## config.mk

```make
export PLATFORM = sky130hd
export DESIGN_NAME = seg7_scan_driver
export DESIGN_NICKNAME = d
export VERILOG_FILES = /design/src/rtl/seg7_pkg.sv /design/src/rtl/hex_seg_decode.sv /design/src/rtl/seg7_scan_driver.sv
export SDC_FILE = /design/constraint.sdc
export NUM_CORES = 1
export LEC_CHECK = 0
export ABC_CLOCK_PERIOD_IN_PS = 6700
export BUFFER_PORTS_ARGS = -buffer_cell sky130_fd_sc_hd__clkbuf_2
export CAP_MARGIN = 20
export CORE_MARGIN = 3
export CORE_UTILIZATION = 62
export CTS_CLUSTER_SIZE = 24
export DETAILED_ROUTE_END_ITERATION = 12
export HOLD_SLACK_MARGIN = 0.03
export PLACE_DENSITY = 0.87
export SLEW_MARGIN = 20
export SYNTH_ARGS = -nofsm -noshare
export SYNTH_HDL_FRONTEND = slang
export SYNTH_SLANG_ARGS = --single-unit
```

## constraint.sdc

```tcl
create_clock -name clk -period 6.7 [get_ports clk]
set_clock_uncertainty 0.2 [all_clocks]
set_input_delay 0.335 -clock clk [delete_from_list [all_inputs] [get_ports clk]]
set_output_delay 0.335 -clock clk [all_outputs]
set_load 0.005 [all_outputs]
```

## src/rtl/seg7_pkg.sv

```systemverilog
// seg7_pkg: shared constants for the 7-segment scan driver.
//   - SEG_0..SEG_F : active-low glyphs, bit order [0:6] = a..g (index 0 = a)
//   - SEG_BLANK    : all segments off
//   - REFRESH_DIV_DEFAULT : default clk cycles per digit slot
package seg7_pkg;

    localparam int unsigned REFRESH_DIV_DEFAULT = 50000;

    localparam logic [0:6] SEG_0     = 7'b0000001;
    localparam logic [0:6] SEG_1     = 7'b1001111;
    localparam logic [0:6] SEG_2     = 7'b0010010;
    localparam logic [0:6] SEG_3     = 7'b0000110;
    localparam logic [0:6] SEG_4     = 7'b1001100;
    localparam logic [0:6] SEG_5     = 7'b0100100;
    localparam logic [0:6] SEG_6     = 7'b0100000;
    localparam logic [0:6] SEG_7     = 7'b0001111;
    localparam logic [0:6] SEG_8     = 7'b0000000;
    localparam logic [0:6] SEG_9     = 7'b0001100;
    localparam logic [0:6] SEG_A     = 7'b0001000;
    localparam logic [0:6] SEG_B     = 7'b1100000;
    localparam logic [0:6] SEG_C     = 7'b0110001;
    localparam logic [0:6] SEG_D     = 7'b1000010;
    localparam logic [0:6] SEG_E     = 7'b0110000;
    localparam logic [0:6] SEG_F     = 7'b0111000;
    localparam logic [0:6] SEG_BLANK = 7'b1111111;

endpackage

```

## src/rtl/hex_seg_decode.sv

```systemverilog
// hex_seg_decode: combinational hex nibble to active-low 7-segment glyph.
//   nibble : in  [3:0] hex digit
//   glyph  : out [0:6] segments a..g, active-low
module hex_seg_decode
    import seg7_pkg::*;
(
    input  logic [3:0] nibble,
    output logic [0:6] glyph
);

    always_comb begin
        glyph = SEG_BLANK;
        unique case (nibble)
            4'h0: glyph = SEG_0;
            4'h1: glyph = SEG_1;
            4'h2: glyph = SEG_2;
            4'h3: glyph = SEG_3;
            4'h4: glyph = SEG_4;
            4'h5: glyph = SEG_5;
            4'h6: glyph = SEG_6;
            4'h7: glyph = SEG_7;
            4'h8: glyph = SEG_8;
            4'h9: glyph = SEG_9;
            4'hA: glyph = SEG_A;
            4'hB: glyph = SEG_B;
            4'hC: glyph = SEG_C;
            4'hD: glyph = SEG_D;
            4'hE: glyph = SEG_E;
            4'hF: glyph = SEG_F;
        endcase
    end

endmodule

```

## src/rtl/seg7_scan_driver.sv

```systemverilog
// seg7_scan_driver: time-multiplexed driver for a common-anode 7-segment bank.
// New values are staged in a pending register and promoted to the displayed
// (active) register only at a frame boundary, or at once while disabled.
//   clk        : in  system clock
//   rst_n      : in  synchronous active-low reset
//   enable     : in  1 = scan, 0 = blank and hold scan at digit 0
//   load       : in  1-cycle strobe capturing value/dp_in into pending
//   value      : in  packed nibbles, nibble i drives digit i (digit 0 rightmost)
//   dp_in      : in  decimal point per digit, 1 = lit
//   seg        : out [0:6] segments a..g, active-low
//   dp         : out decimal point, active-low
//   an         : out digit enables, active-low
//   frame_done : out 1-cycle pulse after the last digit's slot ends
// Optional: define SEG7_LEADING_ZERO_BLANK_EN to blank leading zero digits.
module seg7_scan_driver
    import seg7_pkg::*;
#(
    parameter int unsigned DIGITS      = 4,
    parameter int unsigned REFRESH_DIV = REFRESH_DIV_DEFAULT,
    parameter int unsigned CNT_W       = $clog2(REFRESH_DIV)
) (
    input  logic                  clk,
    input  logic                  rst_n,
    input  logic                  enable,
    input  logic                  load,
    input  logic [4*DIGITS-1:0]   value,
    input  logic [DIGITS-1:0]     dp_in,
    output logic [0:6]            seg,
    output logic                  dp,
    output logic [DIGITS-1:0]     an,
    output logic                  frame_done
);

    localparam int unsigned IDX_W = (DIGITS > 1) ? $clog2(DIGITS) : 1;

    logic [CNT_W-1:0]    cnt_q, cnt_d;
    logic [IDX_W-1:0]    idx_q, idx_d;
    logic [4*DIGITS-1:0] act_val_q, act_val_d, pend_val_q, pend_val_d;
    logic [DIGITS-1:0]   act_dp_q, act_dp_d, pend_dp_q, pend_dp_d;
    logic                pend_q, pend_d;
    logic [0:6]          seg_q, seg_d;
    logic                dp_q, dp_d;
    logic [DIGITS-1:0]   an_q, an_d;
    logic                fd_q, fd_d;

    logic                slot_end, last_digit, boundary, promote;
    logic [3:0]          sel_nib;
    logic                sel_dp, sel_blank;
    logic [0:6]          glyph;
    logic [DIGITS-1:0]   lz_mask;

    // State register
    always_ff @(posedge clk) begin
        if (!rst_n) begin
            cnt_q      <= '0;
            idx_q      <= '0;
            act_val_q  <= '0;
            act_dp_q   <= '0;
            pend_val_q <= '0;
            pend_dp_q  <= '0;
            pend_q     <= 1'b0;
            seg_q      <= SEG_BLANK;
            dp_q       <= 1'b1;
            an_q       <= '1;
            fd_q       <= 1'b0;
        end else begin
            cnt_q      <= cnt_d;
            idx_q      <= idx_d;
            act_val_q  <= act_val_d;
            act_dp_q   <= act_dp_d;
            pend_val_q <= pend_val_d;
            pend_dp_q  <= pend_dp_d;
            pend_q     <= pend_d;
            seg_q      <= seg_d;
            dp_q       <= dp_d;
            an_q       <= an_d;
            fd_q       <= fd_d;
        end
    end

    // Next-state: scan counters and pending/active staging
    always_comb begin
        slot_end   = (cnt_q == CNT_W'(REFRESH_DIV - 1));
        last_digit = (idx_q == IDX_W'(DIGITS - 1));
        boundary   = enable && slot_end && last_digit;

        cnt_d = '0;
        idx_d = '0;
        if (enable) begin
            cnt_d = slot_end ? '0 : cnt_q + CNT_W'(1);
            idx_d = idx_q;
            if (slot_end) begin
                idx_d = last_digit ? '0 : idx_q + IDX_W'(1);
            end
        end

        // Promotion uses the older pending value; a same-cycle load re-arms pending.
        promote    = pend_q && (boundary || !enable);
        act_val_d  = promote ? pend_val_q : act_val_q;
        act_dp_d   = promote ? pend_dp_q : act_dp_q;
        pend_val_d = load ? value : pend_val_q;
        pend_dp_d  = load ? dp_in : pend_dp_q;
        pend_d     = load || (pend_q && !promote);
        fd_d       = boundary;
    end

`ifdef SEG7_LEADING_ZERO_BLANK_EN
    // lz_mask[i] set when nibble i and every higher nibble are zero; digit 0 exempt.
    always_comb begin
        logic higher_zero;
        higher_zero = 1'b1;
        lz_mask     = '0;
        for (int i = int'(DIGITS) - 1; i >= 1; i--) begin
            higher_zero = higher_zero && (act_val_q[4*i +: 4] == 4'h0);
            lz_mask[i]  = higher_zero;
        end
    end
`else
    assign lz_mask = '0;
`endif

    // Select the current digit's nibble, dp and blanking bit
    always_comb begin
        sel_nib   = '0;
        sel_dp    = 1'b0;
        sel_blank = 1'b0;
        for (int i = 0; i < int'(DIGITS); i++) begin
            if (idx_q == IDX_W'(i)) begin
                sel_nib   = act_val_q[4*i +: 4];
                sel_dp    = act_dp_q[i];
                sel_blank = lz_mask[i];
            end
        end
    end

    hex_seg_decode u_decode (
        .nibble (sel_nib),
        .glyph  (glyph)
    );

    // Output next-state: registered so a slot appears one cycle after idx changes
    always_comb begin
        seg_d = SEG_BLANK;
        dp_d  = 1'b1;
        an_d  = '1;
        if (enable) begin
            seg_d = sel_blank ? SEG_BLANK : glyph;
            dp_d  = ~sel_dp;
            for (int i = 0; i < int'(DIGITS); i++) begin
                an_d[i] = (idx_q != IDX_W'(i));
            end
        end
    end

    assign seg        = seg_q;
    assign dp         = dp_q;
    assign an         = an_q;
    assign frame_done = fd_q;

endmodule

```

==> results.cfg <==
[clock_tree]
cts_hold_buf = 0
postCtsSetupBuffers = 0
cts_buffers = 9
cts_tree = yes
clk_pin_slew_ps = 70
cts_sinks = 72
clock_latency_ps = 350
cts_root_buffer = clkbuf_8
post_cts_resize_count = 0
cts_buffer_depth = 2
cts_max_level = 3

[power_and_ir_drop]
p_total_uw = 824
p_leak_nw = 1.35
power.density_nw_per_um2 = 235
ir_drop_mv = 0.185

[worst_setup_path]
crit_type = reg2reg
crit_path_top_delay_cell = ha_1
slowest_delay_ps = 640
crit_chain = ha_1 > nand2_1 > o21ai_0 > o31a_1 > inv_1 > ha_1 > a2111oi_2 > a41oi_1
path_delay_family = adder cells
worstPathRequired_ps = 6700
arrival_ps = 2780
crit_buf_inv = 1
startpoint_type = flip-flop
worstSetupEndpointType = flip-flop
cpMostUsedCell = ha_1
path_max_fanout = 19

[synthesis]
synth_top_cell_area_share = 0.459
syn-instance-count = 346
syn_avg_cell_area_um2 = 9.07
syn_area_um2 = 3140
synth_edf_count = 0
synth_compound_area_frac = 0.106
ys_types = 47
synth_top_flop_cell = dfxtp_1
yosys_warnings = 0
synth_top_family_by_area = simple AND/OR/NAND/NOR gates
yosys-top-cells-count = dfxtp_1 (72), nand2_1 (50), nand3_1 (26), o21ai_0 (25), mux2i_1 (24)
synthMuxAreaShare = 0.0765
synth-simple-area-share = 0.231
synthAdderAreaFrac = 0.0438
syn-num-nets = 381
async_reset_ff_frac = 0
yosys-top-cells-area = dfxtp_1 (46%), mux2i_1 (7.7%), nand2_1 (6.0%)
synth_top_area_cell = dfxtp_1
yosys.area_share.xor_xnor = 0.0391
synth.most_common_cell = dfxtp_1
ys_seq_elements = 72
seq_area_frac_synth = 0.459

[layout]
multiInputGateArea_um2 = 1560
n_fill_cell = 378
layout.nets = 410
fin_util = 0.728
regArea_um2 = 1440
diodes = 0
drive_above_1_share = 0.153
layout.cells.non_filler = 446
fin_area_um2 = 3510
area_growth_pct = 11.8

[drt]
drtPass1Iterations = 4
wl_per_cell_um = 13.3
num_vias = 2404
via_per_inst = 5.39
drtAntennaViolNets = 0
drc = 0
first_iter_violations = 99
wl_um = 5940

[place]
dpl.hpwl_um = 4120
gp_congestion = 0.815
port_buffers = 36
placed_area_um2 = 3310
dp_slack_ps = 4010
dp.cells = 430

[timing]
finalSetupTns_ps = 0
fin_crit_sh = 0.414
drv_slew = 0
setup_violations = 0
rsz0062_at_grt = no
hold_viol = 0
holdWs_ps = 45.4
fin_crit_ps = 2780
worst_slack_ps = 3920
max_freq_mhz = 360
worst_slew_pin_slew_ps = 941
slew_headroom = 0.373

[global_routing]
grt_pass1_wl_um = 10400
antenna_found_initial = 0
grt.overflow.total = 0
grt_usage = 0.220
grt_max_degree = 64
grt_pass1_vias = 2260

[floorplan]
start_util = 0.652
dieArea_um2 = 5950
die_h_um = 77.2
ios = 37
dieWidth_um = 77.2
coreArea_um2 = 4820
rows = 25

[run_status]
run_status = finished, final reports clean

[job]
drv_cap = 0

[hold_path]
hp-class = in2reg
==> report_power, final <==
part,leakage (nW),total [mW],switching (mW),internal [mW]
logic,0.666,0.0483,0.0262,0.0220
clock network,0.0989,0.328,0.150,0.178
registers,0.587,0.448,0.00671,0.441
total,1.35,0.824,0.183,0.641
==> registers in the layout (all words and copies together), names as in the netlist <==
signal,count
act_val_q,16
pend_q,1
idx_q,2
cnt_q,16
seg,7
pend_val_q,16
frame_done,1
pend_dp_q,4
act_dp_q,4
dp,1
an,4
==> metal layers <==
metal,part of all wire,global-route usage,wire length [µm]
met1,0.47,0.279,2810
met2,0.45,0.326,2670
met3,0.060,0.0986,356
met4,0.018,0.0836,107
met5,0,0,0
==> final timing paths <==
check,startpoint,endpoint,slack (ps),cells after the start
worst max-delay path,idx_q[0]$_SDFFE_PN0N_,seg[3]$_SDFF_PN1_,3920,8
worst min-delay path,value[12],pend_val_q[12]$_SDFFE_PN0P_,50,3
worst max register to register,idx_q[0]$_SDFFE_PN0N_,seg[3]$_SDFF_PN1_,3920,8
worst min register to register,act_dp_q[1]$_SDFFE_PN0P_,act_dp_q[1]$_SDFFE_PN0P_,260,2
==> cell usage in the layout, fill, tap and decap left out, drive strengths merged, types with 2 or more instances in the layout <==
cell type / instances
a211oi: 3
a21oi: 6
a221o: 2
a221oi: 2
and2: 2
and3: 4
buf: 2
clkbuf: 46
clkinv: 3
dfxtp: 72
ha: 11
inv: 11
mux2i: 24
nand2: 50
nand3: 26
nand3b: 3
nand4: 3
nor2: 23
nor2b: 22
nor3: 2
nor3b: 2
nor4bb: 2
o21ai: 27
o221ai: 2
o22ai: 2
xnor2: 9
xor2: 5
==> layout make-up <==
cell class | instances | area share
Multi-Input combinational cell | 243 | 0.444
Inverter | 11 | 0.0118
Clock buffer | 11 | 0.0403
Timing Repair Buffer | 38 | 0.0563
Sequential cell | 72 | 0.411
Tap cell | 67 | 0.0239
Clock inverter | 4 | 0.0128
==> worst register-to-register path, delay by kind of cell, from the launching register on <==
family / cells / cell delay (ps)
fa+ha+maj: 2 / 970
buf+inv: 1 / 150
simple gates: 1 / 140
flops: 1 / 390
compound gates: 4 / 780
==> cells by family after synthesis <==
family	after synthesis
AOI/OAI and AO/OA	49
xor gates and xnor gates	14
adders and majority gates	11
buffers and inverters	31
DFF	72
muxes	24
and+or+nand+nor	145
No activity file was read; power rests on OpenSTA's default activity.
